===== src/rtl/discrete_resistor_mixer.sv =====
// Passive resistor summing network with power-of-two makeup gain.
// Snapshots four signed sources per strobe and mixes them with one multiply per clock.
module discrete_resistor_mixer #(
    parameter int unsigned R0         = 10000,
    parameter int unsigned R1         = 10000,
    parameter int unsigned R2         = 10000,
    parameter int unsigned R3         = 10000,
    parameter int unsigned R_LOAD     = 0,
    parameter int unsigned GAIN_SHIFT = 0
) (
    input  logic               clk,
    input  logic               reset,
    input  logic               audio_clk_en,
    input  logic signed [15:0] in0,
    input  logic signed [15:0] in1,
    input  logic signed [15:0] in2,
    input  logic signed [15:0] in3,
    output logic signed [15:0] out,
    output logic               out_valid,
    output logic               busy
);

    localparam int unsigned DW    = 16;
    localparam int unsigned WW    = 17;
    localparam int unsigned PW    = DW + WW + 1;
    localparam int unsigned AW    = 36;
    localparam int unsigned SHIFT = 16 - GAIN_SHIFT;

    function automatic longint unsigned conductance(input longint unsigned r);
        if (r == 0) conductance = 0;
        else        conductance = (64'd1 << 30) / r;
    endfunction

    // Zero total conductance means nothing is connected; all weights collapse to 0.
    function automatic logic [WW-1:0] weight(input longint unsigned g, input longint unsigned gsum);
        if (gsum == 0) weight = '0;
        else           weight = WW'((g << 16) / gsum);
    endfunction

    localparam longint unsigned G0   = conductance(64'(R0));
    localparam longint unsigned G1   = conductance(64'(R1));
    localparam longint unsigned G2   = conductance(64'(R2));
    localparam longint unsigned G3   = conductance(64'(R3));
    localparam longint unsigned GL   = conductance(64'(R_LOAD));
    localparam longint unsigned GSUM = G0 + G1 + G2 + G3 + GL;

    localparam logic [3:0][WW-1:0] W = {weight(G3, GSUM), weight(G2, GSUM),
                                        weight(G1, GSUM), weight(G0, GSUM)};

    typedef enum logic [1:0] {IDLE, MAC, DONE} state_t;

    state_t                 state;
    state_t                 state_next;
    logic [3:0][DW-1:0]     snap;
    logic [1:0]             idx;
    logic signed [AW-1:0]   acc;
    logic signed [PW-1:0]   sample_c;
    logic signed [PW-1:0]   coef_c;
    logic signed [PW-1:0]   prod_c;
    logic signed [AW-1:0]   shifted_c;
    logic signed [DW-1:0]   sat_c;

    always_comb begin
        state_next = state;
        case (state)
            IDLE:    if (audio_clk_en) state_next = MAC;
            MAC:     if (idx == 2'd3)  state_next = DONE;
            DONE:    state_next = IDLE;
            default: state_next = IDLE;
        endcase
    end

    // Signed sample times unsigned weight, both widened to the product width.
    always_comb begin
        sample_c = PW'($signed(snap[idx]));
        coef_c   = PW'($signed({1'b0, W[idx]}));
        prod_c   = sample_c * coef_c;
    end

    always_comb begin
        shifted_c = acc >>> SHIFT;
        if (shifted_c > AW'(32767))
            sat_c = 16'sh7FFF;
        else if (shifted_c < -AW'(32768))
            sat_c = -16'sh8000;
        else
            sat_c = shifted_c[DW-1:0];
    end

    always_ff @(posedge clk) begin
        if (reset) begin
            state     <= IDLE;
            snap      <= '0;
            idx       <= '0;
            acc       <= '0;
            out       <= '0;
            out_valid <= 1'b0;
            busy      <= 1'b0;
        end else begin
            state     <= state_next;
            out_valid <= 1'b0;
            case (state)
                IDLE: begin
                    if (audio_clk_en) begin
                        snap <= {in3, in2, in1, in0};
                        acc  <= '0;
                        idx  <= '0;
                        busy <= 1'b1;
                    end
                end
                MAC: begin
                    acc <= acc + AW'(prod_c);
                    idx <= idx + 2'd1;
                end
                DONE: begin
                    out       <= sat_c;
                    out_valid <= 1'b1;
                    busy      <= 1'b0;
                end
                default: ;
            endcase
        end
    end

endmodule


===== config.mk =====
export PLATFORM = sky130hd
export DESIGN_NAME = discrete_resistor_mixer
export DESIGN_NICKNAME = d
export VERILOG_FILES = /design/src/rtl/discrete_resistor_mixer.sv
export SDC_FILE = /design/constraint.sdc
export NUM_CORES = 1
export LEC_CHECK = 0
export ABC_AREA = 0
export CAP_MARGIN = 0
export CORE_ASPECT_RATIO = 0.8
export CORE_MARGIN = 10
export CORE_UTILIZATION = 45
export CTS_CLUSTER_SIZE = 24
export DETAILED_ROUTE_END_ITERATION = 12
export DONT_BUFFER_PORTS = 1
export GPL_ROUTABILITY_DRIVEN = 0
export GPL_TIMING_DRIVEN = 0
export PLACE_DENSITY = 0.69
export SLEW_MARGIN = 20
export SYNTH_ARGS = -nofsm -noshare
export SYNTH_HDL_FRONTEND = slang
export SYNTH_SLANG_ARGS = --single-unit

===== constraint.sdc =====
create_clock -name clk -period 5.59 [get_ports clk]
set_clock_uncertainty 0.2 [all_clocks]
set_input_delay 1.118 -clock clk [delete_from_list [all_inputs] [get_ports clk]]
set_output_delay 1.118 -clock clk [all_outputs]
set_load 0.05 [all_outputs]

; ---- Word-level counts from Yosys, hierarchy flattened
; Index checks and enable logic that the tools add are counted.
[totals]
ff_bits = 122
out_inout_bits = 18
wordCells = 44
[classes]
addsub = 2
mul = 1
order_cmp = 3
eq_ne = 5
muxes = 16
reduce_logical = 7
[op_table]
columns = operator, count
row1 = $pmux W36 S2, 1
row2 = $mux W16, 3
row3 = $add A36 B34 Y36, 1
row4 = $mux W36, 1
row5 = $bmux W17 S2, 1
row6 = $mul A16 B18 Y34, 1
row7 = $bmux W16 S2, 1
row8 = $gt A20 B16 Y1 const B, 1
row9 = $lt A20 B16 Y1 const B, 1
row10 = $mux W17, 1
row11 = $pmux W2 S2, 2
row12 = $reduce_and A2 Y1, 4
row13 = $mux W2, 3
row14 = $eq A2 B2 Y1 const B, 2
row15 = $ne A2 B2 Y1 const B, 2
row16 = $reduce_bool A2 Y1, 2
row17 = $lt A2 B3 Y1 const B, 1
row18 = $add A2 B1 Y2 const B, 1
row19 = $eq A2 B1 Y1 const B, 1
row20 = $logic_not A2 Y1, 1
row21 = $mux W1, 2
row22 = $pmux W1 S2, 1

; ---- Logic depth before layout (Yosys ltp)
[logic_depth]
word_depth = 5
mapped_depth = 17
ltp_nobuf = 16

; ---- Least setup slack after synthesis
; OpenSTA, ideal clock, no wires.
[synth_timing]
path_type = reg-to-reg
startpoint = register idx[0]
endpoint = register acc[33]
setup_time_ns = 0.127
t_arrival_ns = 4.852
setup_slack_ns = 0.411
path_stages_with_launch = 18
period_less_slack_ns = 5.179
cell_sequence = dfxtp_1 > buf_4 > mux4_2 > ha_1 > ha_1 > ha_1 > fa_1 > inv_1 > fa_1 > inv_1 > ha_1 > fa_1 > a21oi_1 > o31ai_2 > a211oi_1 > o21ai_2 > nor4b_1 > or3_1
[synth_via]
elab_chain_cells = 5
[synth_rtl]
columns = element, line
row1 = "start, declared", 55  ; logic [1:0] idx;
row2 = "start signal, assigned", 113  ; idx <= idx + 2'd1;
row3 = $bmux W16 S2 or $bmux W17 S2 (tied branches), "75, 76"
row4 = $mux W16 (not written as such) or $mux W17 (tied branches), "75, 76"
row5 = $mul A16 B18 Y34 (*), 77  ; prod_c = sample_c * coef_c;
row6 = $add A36 B34 Y36 (*), 112  ; acc <= acc + AW'(prod_c);
row7 = $pmux W36 S2 (*), 102  ; case (state)
row8 = "end signal, assigned", 112
row9 = "end, declared", 56  ; logic signed [AW-1:0] acc;
; Every way passes the cells marked *; elsewhere a longest branch is shown, timed or not. The select of a mux whose other input is x is not followed.
; A chain may end at the register's enable or synchronous reset.

; ---- Worst setup path in the final report
; Same ends and word-level chain as after synthesis.

==> metrics.md <==
| Metric | Value |
|---|---|
| Result of the run | `completed` |
| Async set-reset flop share out of synthesis | `0%` |
| Initial cell density of the core | `45.6%` |
| Number of unique standard cell types used by synthesis | `52` |
| Number of endpoints with negative hold slack in the final report | `0` |
| Critical path endpoint category | `register` |
| Final worst path period need | `5.33 ns` |
| Dominant synthesized flop cell | `sky130_fd_sc_hd__dfxtp_1` |
| Hold Path Class | `reg2reg` |
| Post-route worst hold slack | `0.259 ns` |
| Cells along the critical path | `buf_4 -> mux4_2 -> ha_1 -> ha_1 -> ha_1 -> fa_1 -> inv_1 -> fa_1 -> inv_1 -> ha_1 -> fa_1 -> a21oi_2 -> o31ai_2 -> a211oi_2 -> o21ai_2 -> nor4b_1 -> or3_1` |
| Nets in the synthesized netlist | `855` |
| CTS clock-pin slew for the worst setup and hold paths | `around 0.080 ns` |
| Area growth from synthesis to layout | `9.18%` |
| CTS tree | `built` |
| Mux contribution to synthesized area | `between 6 and 7%` |
| Die Y | `124 um` |
| Share of the clock period used by the worst path after layout | `between 90% and 100%` |
| Worst Reg-to-Reg Cells | `17` |
| Number of sinks driven by the clock tree | `108` |
| Peak supply drop | `0.160 mV` |
| Max stage delay on crit path | `0.58 ns` |
| Clock latency on the worst-skew pair | `~0.36 ns` |
| Number of synthesized register bits | `approximately 110` |
| Non-filler cells in the finished layout | `898` |
| Site row count | `38` |
| Pin count of the biggest net entering global routing | `21` |
| Main combinational cell family by area after synthesis | `adder cells` |
| Area occupied by multi-input gates | `roughly 0.0037 mm^2` |
| Adder-cell share of the synthesized area | `19.9%` |
| Type of origin of the critical path | `register` |
| Cell count after synthesis | `700` |
| Share of the synthesized netlist area taken by xor and xnor gates | `roughly 2.3%` |
| Sequential area share after synthesis | `between 30% and 40%` |
| TritonCTS Buffers | `9` |
| Layout cells sized above 1 | `6.55%` |
| Count of input and output buffers | `0` |
| Full die area | `between 0.015 and 0.02 mm^2` |
| Post-synthesis instance area | `0.00613 mm^2` |
| Crit-path most repeated cell | `sky130_fd_sc_hd__ha_1` |
| Overall power of the completed layout | `around 1.8 mW` |
| Launch instance of the worst min-delay path | `snap[18]` |
| Required time of the critical path | `around 5.6 ns` |
| Internal reg-to-reg setup slack | `0.26 ns` |
| CP Data Arrival Time | `roughly 5.4 ns` |
| Filler cells | `1262` |
| Core occupancy in the finished layout | `49.8%` |
| CP max-delay cell | `sky130_fd_sc_hd__mux4_2` |
| Routed wire length per instance | `18.2 um` |
| Layout Nets | `868` |
| Number of global-route vias before repair | `4954` |
| Global router's overall resource usage | `17.3%` |
| Highest achievable clock rate | `188 MHz` |
| Global-route congestion overflow total | `0` |
| Number of enable flip-flop cells after synthesis | `0` |
| Measured slew at the worst slew-check pin | `0.681 ns` |
| Maximum buffer depth of the clock tree | `2` |
| Total count of max-transition violations in the final report | `0` |
| Mean number of vias per cell | `5.64` |
| Count of cells along the worst hold path | `2` |
| Clock H-tree levels | `3` |
| RSZ-0062 raised after global routing | `false` |
| Max-Cap Viols | `0` |
| CTS root buffer | `sky130_fd_sc_hd__clkbuf_16` |
| Horizontal die dimension | `between 150 and 200 um` |
| Number of antenna violations at the first check in global routing | `0` |
| Leading cell types in the layout, fill and taps excluded | `sky130_fd_sc_hd__nand2_1, sky130_fd_sc_hd__dfxtp_1, sky130_fd_sc_hd__a21oi_1` |
| Slew margin rel. | `a little over half` |
| Number of nets with antenna violations after routing | `0` |
| Power per cell area | `271 mW/mm^2` |
| Worst Hold Path EP | `snap[18]` |
| Setup Viol. Count Final | `0` |
| Critical path start-end classification | `reg2reg` |
| Placed cell count | `around 900` |
| Critical register-to-register path endpoint | `acc[33]` |
| Remaining design rule violation count | `0` |
| HPWL after detailed placement | `12700 um` |
| Leakage power total | `2.86 nW` |
| Number of detailed-route iterations in the first pass | `7` |
| Core area | `0.0135 mm^2` |
| Post-Syn Area per Cell | `8.76 um^2` |
| Wirelength, routed | `16400 um` |
| Commonest non-fill, non-tap cell in the layout | `sky130_fd_sc_hd__nand2_1` |
| Number of hold buffers added after cts | `0` |
| First-pass GRT wire length | `26200 um` |
| Via count | `between 5000 and 6000` |
| Share of the synthesized area in compound gates (AO/OA/AOI/OAI) | `between 15 and 20%` |
| Boundary pin count | `85` |
| Crit path max fanout | `9` |
| Number of warnings printed during yosys synthesis | `0` |
| Antenna fix cells | `0` |
| Launch point of the worst reg-to-reg path | `idx[0]` |
| Starting DRT DRC Count | `436` |
| Sum of negative setup slack | `0 ns` |
| Post-Synth Simple-Gate Area | `about 15%` |
| Combined flip-flop and latch cell area | `0.00216 mm^2` |
==> repair_timing <==
| item | 4_1_cts | 5_1_grt |
|---|---|---|
| buffers inserted | 1 | 0 |
| resized for setup | 0 | 5 |
| cloned | 1 | 0 |
| setup endpoints to repair | 3 | 3 |
==> worst max-delay path, delay by kind of cell, from the launching register on <==
family,cells,cell delay [ns]
AOI/OAI and AO/OA,4,0.80
adders and majority gates,7,2.41
buffers and inverters,3,0.33
DFF,1,0.34
muxes,1,0.58
and+or+nand+nor,2,0.55
==> synthesized netlist by cell type (7+ instances only) <==
| library cell | n | area share, % |
|---|---|---|
| sky130_fd_sc_hd__nand2_1 | 173 | 11 |
| sky130_fd_sc_hd__nor2_1 | 24 | 1.5 |
| sky130_fd_sc_hd__mux4_2 | 16 | 5.9 |
| sky130_fd_sc_hd__o21ai_0 | 25 | 2.0 |
| sky130_fd_sc_hd__a21oi_1 | 94 | 7.7 |
| sky130_fd_sc_hd__fa_1 | 16 | 5.2 |
| sky130_fd_sc_hd__dfxtp_1 | 108 | 35 |
| sky130_fd_sc_hd__clkbuf_1 | 29 | 1.8 |
| sky130_fd_sc_hd__ha_1 | 72 | 15 |
| sky130_fd_sc_hd__inv_1 | 38 | 2.3 |
| sky130_fd_sc_hd__a22oi_1 | 13 | 1.6 |
| sky130_fd_sc_hd__buf_1 | 7 | 0.43 |
==> final cells by class <==
cell class / count / area share (%)
repair buffers: 1 / 0.112
flip-flops and latches: 108 / 32.3
clock buffers: 9 / 3.36
inverters: 38 / 2.13
plain buffers: 39 / 2.34
well taps: 180 / 3.36
multi-input cells: 516 / 55.4
clock inverters: 7 / 0.990
==> how the worst max path moves through the flow <==
stage,startpoint,to,slack (ns),depth (start not counted)
6_report,idx[0],acc[33],0.26,17
3_3_place_gp,idx[0],acc[33],-0.12,17
5_1_grt,idx[0],acc[33],0.05,17
4_1_cts,idx[1],acc[33],0.03,16
2_1_floorplan,idx[0],acc[33],0.41,17
3_5_place_dp,idx[0],acc[33],-0.20,17
==> sequential cells by signal, indices dropped and copies added (netlist names) <==
signal,flops
out_valid,1
state,2
snap,64
busy,1
idx,2
out,16
acc,22
==> routing by layer <==
metal  wire [um]  GRT usage, %
met1        7270          22.9
met2        7670          27.5
met3        1220          4.39
met4         227          4.34
met5           0             0
==> per-stage QoR <==
step	worst slack, ns	cell area (um^2)
after CTS	0.0342	6680
after global placement	-0.124	6360
final	0.258	6700
after floorplan	0.411	6130
after global routing	0.0546	6700
after detailed placement	-0.200	6360
==> power by group <==
part / switching, mW / internal, mW
clock: 0.322 / 0.315
combinational: 0.212 / 0.129
sequential: 0.0301 / 0.808
total: 0.564 / 1.25
==> logic make-up (layout without fill, tap and decap cells) <==
group	count (synthesis)	in the layout
adders and majority gates	88	88
DFF	108	108
AOI/OAI and AO/OA	168	168
muxes	19	20
and+or+nand+nor	226	226
xor gates and xnor gates	14	14
buffers and inverters	77	94
(Power assumes the default switching activity.)
